--- src/rtl/stopwatch_sequencer.sv ---
// Stopwatch control: three raw buttons are synchronised, debounced and edge-detected,
// then a Moore FSM drives the time counter enable/clear and the display live/frozen control.
//
// state | meaning
// IDLE  | counter stopped, display live, waiting for start
// RUN   | counter running, display live
// LAP   | counter running, display frozen on the lap value
// STOP  | counter halted, display live showing held time
module stopwatch_sequencer #(
  parameter int unsigned DEBOUNCE_CYCLES = 16,
  parameter int unsigned CNT_W           = 16
) (
  input  logic       clk,
  input  logic       res,
  input  logic       btn_start_stop,
  input  logic       btn_lap,
  input  logic       btn_clear,
  output logic       counter_enable,
  output logic       counter_clear,
  output logic       display_enable,
  output logic [1:0] state
);

  typedef enum logic [1:0] {
    IDLE = 2'b00,
    RUN  = 2'b01,
    LAP  = 2'b10,
    STOP = 2'b11
  } state_t;

  localparam logic [CNT_W-1:0] CNT_LAST = CNT_W'(DEBOUNCE_CYCLES - 1);

  state_t           state_q;
  state_t           state_d;
  logic             clear_d;
  logic [2:0]       raw;
  logic [2:0]       sync1;
  logic [2:0]       s;
  logic [2:0]       db;
  logic [2:0]       db_q;
  logic [2:0]       armed;
  logic [2:0]       press;
  logic [CNT_W-1:0] cnt [3];
  logic [1:0]       prime;
  logic             ev_ss;
  logic             ev_lap;
  logic             ev_clr;

  // bit 0 = start/stop, bit 1 = lap, bit 2 = clear
  assign raw = {btn_clear, btn_lap, btn_start_stop};

  // Arming waits until the synchroniser holds genuine post-reset samples, so a
  // button held through reset must be seen released before it can fire.
  always_ff @(posedge clk) begin
    if (res) begin
      sync1 <= '0;
      s     <= '0;
      db    <= '0;
      db_q  <= '0;
      armed <= '0;
      prime <= '0;
      for (int i = 0; i < 3; i++) cnt[i] <= '0;
    end else begin
      sync1 <= raw;
      s     <= sync1;
      db_q  <= db;
      if (prime != 2'd2) prime <= prime + 2'd1;
      for (int i = 0; i < 3; i++) begin
        if (s[i] != db[i]) begin
          if (cnt[i] == CNT_LAST) begin
            db[i]  <= s[i];
            cnt[i] <= '0;
          end else begin
            cnt[i] <= cnt[i] + CNT_W'(1);
          end
        end else begin
          cnt[i] <= '0;
        end
        if ((prime == 2'd2) && !s[i] && !db[i]) armed[i] <= 1'b1;
      end
    end
  end

  assign press  = armed & db & ~db_q;
  assign ev_ss  = press[0];
  assign ev_lap = press[1] & ~press[0];
  assign ev_clr = press[2] & ~press[1] & ~press[0];

  always_comb begin
    state_d = state_q;
    clear_d = 1'b0;
    unique case (state_q)
      IDLE: begin
        if (ev_ss) state_d = RUN;
        else if (ev_clr) clear_d = 1'b1;
      end
      RUN: begin
        if (ev_ss) state_d = STOP;
        else if (ev_lap) state_d = LAP;
      end
      LAP: begin
        if (ev_ss) state_d = STOP;
        else if (ev_lap) state_d = RUN;
      end
      STOP: begin
        if (ev_ss) state_d = RUN;
        else if (ev_clr) begin
          state_d = IDLE;
          clear_d = 1'b1;
        end
      end
      default: state_d = IDLE;
    endcase
  end

  always_ff @(posedge clk) begin
    if (res) begin
      state_q        <= IDLE;
      counter_enable <= 1'b0;
      counter_clear  <= 1'b0;
      display_enable <= 1'b1;
    end else begin
      state_q        <= state_d;
      counter_enable <= (state_d == RUN) || (state_d == LAP);
      counter_clear  <= clear_d;
      display_enable <= (state_d != LAP);
    end
  end

  assign state = state_q;

endmodule

--- config.mk ---
export PLATFORM = sky130hd
export DESIGN_NAME = stopwatch_sequencer
export DESIGN_NICKNAME = d
export VERILOG_FILES = /design/src/rtl/stopwatch_sequencer.sv
export SDC_FILE = /design/constraint.sdc
export NUM_CORES = 1
export LEC_CHECK = 0
export BUFFER_PORTS_ARGS = -buffer_cell sky130_fd_sc_hd__buf_2
export CAP_MARGIN = 5
export CORE_ASPECT_RATIO = 0.75
export CORE_MARGIN = 8
export CORE_UTILIZATION = 56
export DETAILED_ROUTE_END_ITERATION = 8
export HOLD_SLACK_MARGIN = 0.15
export MAX_ROUTING_LAYER = met4
export PLACE_DENSITY = 0.83
export SKIP_CTS_REPAIR_TIMING = 1
export SLEW_MARGIN = 20
export SYNTH_ARGS = -nofsm -noshare
export SYNTH_HDL_FRONTEND = slang
export SYNTH_SLANG_ARGS = --single-unit
--- constraint.sdc ---
create_clock -name clk -period 3.35 [get_ports clk]
set_clock_uncertainty 0.15 [all_clocks]
set_input_delay 0 -clock clk [delete_from_list [all_inputs] [get_ports clk]]
set_output_delay 0 -clock clk [all_outputs]
set_load 0.05 [all_outputs]
==> results of run 1 <==
==> routing by layer <==
metal | vias to the layer above | track usage
met3 | 9 | 0.0602
met4 | 0 | 0.0713
met2 | 52 | 0.243
met5 | - | -
met1 | 1148 | 0.186
li1 | 1264 | -
==> kinds of logic after synthesis <==
family,count (synthesis),share of synthesized area
AOI/OAI and AO/OA,20,0.0350
other,1,0.00109
and+or+nand+nor,166,0.247
adders and majority gates,9,0.0328
muxes,3,0.00876
DFF,70,0.549
buffers and inverters,17,0.0190
xor gates and xnor gates,42,0.107
==> registers in the layout, indices dropped and copies added (netlist names) <==
signal          count
counter_clear       1
display_enable      1
db                  3
armed               3
db_q                3
cnt                48
state               2
counter_enable      1
prime               2
sync1               3
s                   3
==> through the flow <==
stage	instances	power, uW	area, sq um
global placement	455	1150	3720
global route	478	1960	4010
finish	478	1880	4010
CTS	471	1880	3940
detailed placement	455	1160	3720
floorplan	375	1130	3610
==> area by class of cell <==
cell class | instances | area, sq um
flip-flops and latches | 70 | 1880
fillers | 437 | 1840
multi-input cells | 288 | 1660
clock buffers | 12 | 188
repair buffers | 16 | 115
well taps | 78 | 97.6
inverters | 10 | 37.5
clock inverters | 4 | 32.5
==> worst register-to-register path, stage by stage, from the launching register on <==
cell and delay [ns]:
edfxtp_1 0.40, ha_1 0.25, and3_1 0.21, nand4_1 0.19
nand2_1 0.44, nor2_1 0.11
==> worst max path at each step <==
stage                                         from                        end  slack, ns  depth (start not counted)
after floorplan                state[1]$_SDFF_PP0_  counter_enable$_SDFF_PP0_       1.33                          6
after global placement    cnt[2][12]$_SDFFCE_PP0P_    cnt[2][3]$_SDFFCE_PP0P_       1.42                          4
after detailed placement   cnt[0][0]$_SDFFCE_PP0P_    cnt[0][0]$_SDFFCE_PP0P_       1.30                          5
after CTS                  cnt[0][0]$_SDFFCE_PP0P_    cnt[0][0]$_SDFFCE_PP0P_       1.31                          5
after global routing      cnt[0][13]$_SDFFCE_PP0P_    cnt[0][7]$_SDFFCE_PP0P_       1.10                          4
final                      cnt[0][0]$_SDFFCE_PP0P_    cnt[0][4]$_SDFFCE_PP0P_       1.33                          5
==> power by group through the flow <==
stage                     Combinational (uW)  Sequential, uW  Clock [uW]
after global routing                     163            1030         765
final                                    137            1020         721
after detailed placement                 124            1040           0
after floorplan                          101            1030           0
after CTS                                125            1020         735
after global placement                   114            1030           0
==> cells in the final DEF (no fill, tap or decap), types with 2 or more instances in the layout <==
| cell | n |
|---|---|
| a21oi_1 | 8 |
| a31oi_1 | 2 |
| and3_1 | 9 |
| buf_2 | 9 |
| clkbuf_16 | 2 |
| clkbuf_8 | 10 |
| clkinv_4 | 2 |
| conb_1 | 48 |
| dfxtp_1 | 22 |
| dlygate4sd3_1 | 7 |
| edfxtp_1 | 48 |
| ha_1 | 9 |
| inv_1 | 10 |
| mux2i_1 | 3 |
| nand2_1 | 15 |
| nand3_1 | 18 |
| nand3b_1 | 2 |
| nand4_1 | 12 |
| nor2_1 | 60 |
| nor2b_1 | 9 |
| nor3_1 | 9 |
| nor4_1 | 19 |
| o21a_1 | 2 |
| o21ai_0 | 4 |
| o31ai_1 | 2 |
| or3_1 | 2 |
| or4_1 | 2 |
| xnor2_1 | 31 |
| xor2_1 | 11 |
==> flow_metrics.tcl, run 1 <==
set metrics [dict create \
    power.density_nw_per_um2 468 \
    core_area_sq_um 5860 \
    rsz0062_at_grt "no" \
    synth_area_sq_um 3430 \
    clkLatencyLatePin_ns 0.36 \
    drcViolationCount 0 \
    antenna_found_initial 0 \
    synthTopCellsByCount "nor2_1, edfxtp_1, xnor2_1" \
    synth_edf_count 48 \
    h-tree-depth 3 \
    cp_num_buf_inv 0 \
    drive_gt1_frac 0.0725 \
    reg2reg_depth 5 \
    power_leakage_uw 0.00148 \
    slowest_delay_ns 0.44 \
    finalSetupViolCount 0 \
    timing.rr.end "cnt[0][4]$_SDFFCE_PP0P_" \
    finalCritPeriodShare 0.602 \
    clk_pin_slew_ns 0.08 \
    worstSetupPathType "reg2reg" \
    start_util 0.586 \
    dieArea_sq_um 8910 \
    cts_made_buffers 9 \
    grt_pass1_wl_um 11100 \
    dr_wl_met3_um 292 \
    p_int_uw 1420 \
    power.share.switching 0.246 \
    crit_chain "ha_1, and3_1, nand4_1, nand2_1, nor2_1" \
    whs_ns 0.293 \
    grt_use_total 0.161 \
    ant_nets 0 \
    synthDominantCellAreaShare 0.420 \
    cts_sinks 70 \
    ys_async_sr_fraction 0 \
    detail_route.vias_per_cell 5.17 \
    synth_area_leader_cell "edfxtp_1" \
    place_ws_ns 1.30 \
    tns_ns 0 \
    highest_layer "met4" \
    ys_types 37 \
    min_period_ns 2.02 \
    crit_path_end_kind "flop" \
    synth.top_cells.by_area "edfxtp_1, dfxtp_1, xnor2_1" \
    finalHoldViolations 0 \
    die_x_um 106 \
    worstPathMaxFanout 14 \
    synth-seq-area-share 0.549 \
    synthToLayoutAreaGrowth_pct 17.0 \
    fmax_mhz 496 \
    cp_slowest_cell "nand2_1" \
    wl_met2_um 3180 \
    crit_path_start_kind "flop" \
    hold_path_depth 1 \
    synth_flop_cell "edfxtp_1" \
    critPathRequiredTime_ns 3.28 \
    grt_overflow 0 \
    wl_per_cell_um 13.7 \
    io_pins 10 \
    crit_family "simple AND/OR/NAND/NOR gates" \
    cts_tree "done" \
    hp-start "sync1[1]$_SDFF_PP0_" \
    die_y_um 83.8 \
    fin_nets 409 \
    ys_seq_elements 70 \
    grt_pass1_vias 2448 \
    portBuffers 9 \
    drt-total-wl_um 6570 \
    p_switching_uw 462 \
    drt_iter0_drc 115 \
    diodes 0 \
    pwr-share-seq 0.543 \
    core.rowCount 24 \
    status "completed" \
    avgSynthCellArea_sq_um 10.5 \
    grt_max_degree 27 \
    p_clk_frac 0.384 \
    routed-via-count 2473 \
    yosysWarnings 0 \
    final_max_slew_viol_count 0 \
    r2r_setup_slack_ns 1.33 \
    cts_root_buffer "clkbuf_8" \
    min_path_type "reg2reg" \
    wl_met1_um 3030 \
    worstPathArrival_ns 1.95 \
    power_frac_comb 0.073 \
    drtPass1Iterations 4 \
    globalplace.congestion 0.839 \
    ir_drop_mv 0.441 \
    dp.final_hpwl_um 4580 \
    min_to "s[1]$_SDFF_PP0_" \
    utilization 0.685 \
    cts_buffer_depth 2 \
    syn_inst 328 \
    r2r_start "cnt[0][0]$_SDFFCE_PP0P_" \
    setup_slack_ns 1.33 \
    yosysMostFrequentCell "nor2_1" \
    max-cap-violations 0 \
]
(Power assumes the default switching activity.)
==> run 2: changes to the inputs <==
- clock period: 3.35 -> 2 ns (I/O delays scaled with it)
==> flow_metrics.tcl, run 2 (synthesis gave the netlist of run 1 again) <==
set metrics [dict create \
    seq_area_sq_um 1880 \
    dieArea_sq_um 8910 \
    final_max_slew_viol_count 0 \
    fin_nets 425 \
    globalplace.congestion 0.884 \
    crit_path_start_kind "flop" \
    power.density_nw_per_um2 750 \
    die_x_um 106 \
    clk_pin_slew_ns 0.08 \
    cts_tree "done" \
    power_leakage_uw 0.00154 \
    grt_use_met3 0.0563 \
    start_util 0.586 \
    grt_overflow 0 \
    core.rowCount 24 \
    regMostFlops "cnt" \
    tns_ns 0 \
    r2r_start "cnt[0][0]$_SDFFCE_PP0P_" \
    max-cap-violations 0 \
    final_common_cell "nor2_1" \
    multi_input_area_sq_um 1670 \
    finalSetupViolCount 0 \
    io_pins 10 \
    worstSetupPathType "reg2reg" \
    clkLatencyLatePin_ns 0.36 \
    dpl-instance-area_sq_um 3810 \
    crit_path_start "cnt[0][0]$_SDFFCE_PP0P_" \
    busiest_layer "met2" \
    core_area_sq_um 5860 \
    met2_usage 0.220 \
    dp.final_hpwl_um 4380 \
    hp-start "btn_start_stop" \
    routed-via-count 2602 \
    cts_sinks 70 \
    critPathRequiredTime_ns 1.96 \
    synthToLayoutAreaGrowth_pct 20.0 \
    largest_reg_flops 48 \
    crit_path_end_kind "flop" \
    grt_pass1_wl_um 10900 \
    drive_gt1_frac 0.118 \
    die_y_um 83.8 \
    worstPathMaxFanout 14 \
    ir_drop_mv 0.546 \
    portBuffers 9 \
    met1_usage 0.194 \
    ant_nets 0 \
    r2r_setup_slack_ns 0.15 \
    drcViolationCount 0 \
    finalHoldViolations 0 \
    fmax_mhz 541 \
    drt-total-wl_um 6440 \
    cts_buffer_depth 2 \
    wl_per_cell_um 13.0 \
    grt_max_degree 27 \
    grt_use_total 0.154 \
    min_path_type "in2reg" \
    cts_root_buffer "clkbuf_8" \
    n_fill_cell 437 \
    h-tree-depth 3 \
    drt_iter0_drc 132 \
    final_area_sq_um 4120 \
    grt_pass1_vias 2461 \
    worstPathArrival_ns 1.81 \
    most-common-layout-cells "nor2_1, edfxtp_1, conb_1, xnor2_1, dfxtp_1" \
    diodes 0 \
    antenna_found_initial 0 \
    status "completed" \
    drtPass1Iterations 4 \
    min_period_ns 1.85 \
    rsz0062_at_grt "no" \
    detail_route.vias_per_cell 5.27 \
    finalCritPeriodShare 0.924 \
    cts_made_buffers 9 \
]
[run 2: critical path, cell delays in order (launching register included)]
cell      delay (ns)
edfxtp_1        0.39
ha_1            0.25
and3_1          0.22
nand4_1         0.19
nand2_1         0.12
buf_4           0.20
nor2_1          0.08
[run 2: cell type report]
cell class                 count  share of cell area
clock buffer                  10              0.0362
clock inverter                 6              0.0122
inverter                      10             0.00912
multi-input combinational    288               0.405
sequential                    70               0.458
tap                           78              0.0237
timing repair buffer          32              0.0565
[run 2: worst paths after layout]
check	cells past startpoint	endpoint
setup / recovery	6	cnt[0][8]$_SDFFCE_PP0P_
hold reg to reg	1	s[2]$_SDFF_PP0_
hold / removal	3	sync1[0]$_SDFF_PP0_
setup reg to reg	6	cnt[0][8]$_SDFFCE_PP0P_
[run 2: layer usage]
layer,share of wire,wire [um]
met1,0.48,3100
met2,0.45,2930
met3,0.052,334
met4,0.012,78
met5,0,0
[run 2: metrics by stage]
stage          power [uW]  utilization  setup slack, ns  std cells  hold WS (ns)
5_1_grt              3220        0.703           0.0210        494         0.238
3_3_place_gp         1930        0.650            0.234        466        0.0612
4_1_cts              3080        0.684            0.119        482        -0.307
6_report             3090        0.703            0.153        494         0.241
2_1_floorplan        1890            -            0.165        375       -0.0218
3_5_place_dp         1950        0.650            0.142        466        0.0705
[run 2: where the power goes]
group / internal [uW] / switching, uW
Combinational: 106 / 134
Clock: 544 / 597
Sequential: 1630 / 75.1
==> run 3: changes to the inputs <==
- clock period: 2 -> 2.1 ns (I/O delays scaled with it)
==> flow_metrics.tcl, run 3 (synthesis gave the netlist of run 1 again) <==
set metrics [dict create \
    synthToLayoutAreaGrowth_pct 18.3 \
    crit_path_end_kind "flop" \
    rsz0062_at_grt "no" \
    regMostFlops "cnt" \
    drive_gt1_frac 0.0862 \
    core_area_sq_um 5860 \
    wl_per_cell_um 12.7 \
    n_fill_cell 456 \
    dp.final_hpwl_um 4300 \
    cp_slowest_cell "or4_1" \
    h-tree-depth 3 \
    grt_use_total 0.150 \
    crit_chain "and4_1, nand3_1, or4_1, a21oi_1" \
    dieArea_sq_um 8910 \
    portBuffers 9 \
    final_common_cell "nor2_1" \
    cts_made_buffers 9 \
    antenna_found_initial 0 \
    crit_path_start_kind "flop" \
    clk_pin_slew_ns 0.08 \
    utilization 0.693 \
    grt_pass1_wl_um 10700 \
    drt-total-wl_um 6130 \
    finalNonFillerCells 484 \
    power_leakage_uw 0.00150 \
    most-common-layout-cells "nor2_1, edfxtp_1, conb_1, xnor2_1, dfxtp_1" \
    clkLatencyLatePin_ns 0.34 \
    grt_max_degree 27 \
    min_path_type "reg2reg" \
    tns_ns 0 \
    finalHoldViolations 0 \
    globalplace.congestion 0.879 \
    drtPass1Iterations 4 \
    worstSetupPathType "reg2reg" \
    finalCritPeriodShare 0.903 \
    detail_route.vias_per_cell 5.14 \
    critPathRequiredTime_ns 2.14 \
    final_max_slew_viol_count 0 \
    grt_overflow 0 \
    max-cap-violations 0 \
    core.rowCount 24 \
    cts_root_buffer "clkbuf_8" \
    worstPathArrival_ns 1.94 \
    largest_reg_flops 48 \
    crit_family "simple AND/OR/NAND/NOR gates" \
    fmax_mhz 527 \
    status "completed" \
    cts_buffer_depth 2 \
    slowest_delay_ns 0.54 \
    drt_iter0_drc 113 \
    io_pins 10 \
    fin_nets 415 \
    cp_num_buf_inv 0 \
    cts_sinks 70 \
    finalSetupViolCount 0 \
    grt_pass1_vias 2371 \
    die_x_um 106 \
    ant_nets 0 \
    diodes 0 \
    die_y_um 83.8 \
    worstPathMaxFanout 6 \
    cts_tree "done" \
    routed-via-count 2490 \
    ir_drop_mv 0.572 \
    start_util 0.586 \
    power.density_nw_per_um2 732 \
    min_period_ns 1.90 \
    drcViolationCount 0 \
    place_inst 461 \
]
## run 3: cell count changes in the layout (fill, tap and decap cells not counted)
cell / delta
dlygate4sd3_1: +1
nor4_2: -1
dfxtp_1: +2
clkinv_4: +1
buf_4: -11
clkbuf_16: +1
inv_4: -2
nor4_1: +1
dfxtp_2: -2
## run 3: final timing paths
path	cells after the start	endpoint	slack, ns	start
hold reg to reg	1	s[2]$_SDFF_PP0_	0.29	sync1[2]$_SDFF_PP0_
hold / removal	1	s[2]$_SDFF_PP0_	0.29	sync1[2]$_SDFF_PP0_
setup reg to reg	4	cnt[0][15]$_SDFFCE_PP0P_	0.20	cnt[0][4]$_SDFFCE_PP0P_
setup / recovery	4	cnt[0][15]$_SDFFCE_PP0P_	0.20	cnt[0][4]$_SDFFCE_PP0P_
## run 3: per-layer routing
metal  global-route usage  vias up  routed length (um)
met5                    -        -                   0
met4               0.0420        0                  44
met3               0.0509        6                 307
met2                0.229       60                2860
met1                0.184     1142                2910
li1                     -     1282                   -
## run 3: area by class of cell
| type | count | area (sq um) | share of cell area |
|---|---|---|---|
| clock buffers | 11 | 174 | 0.0429 |
| inverters | 10 | 37.5 | 0.00925 |
| multi-input cells | 288 | 1660 | 0.409 |
| clock inverters | 5 | 46.3 | 0.0114 |
| repair buffers | 22 | 160 | 0.0395 |
| flip-flops and latches | 70 | 1880 | 0.464 |
| well taps | 78 | 97.6 | 0.0241 |
## run 3: power breakdown
part	internal, uW	switching, uW	total (uW)
combinational	94.7	119	213
clock	591	539	1130
sequential	1550	72.2	1630
total	2240	730	2970
## run 3: metrics by stage
step	total power (uW)	cell area [sq um]	hold WS [ns]	setup WS, ns
finish	2970	4060	0.292	0.203
floorplan	1800	3610	-0.0218	0.0836
global route	3110	4060	0.311	0.105
global placement	1840	3770	0.0626	0.289
detailed placement	1860	3770	0.0685	0.262
CTS	2990	3990	-0.299	0.226
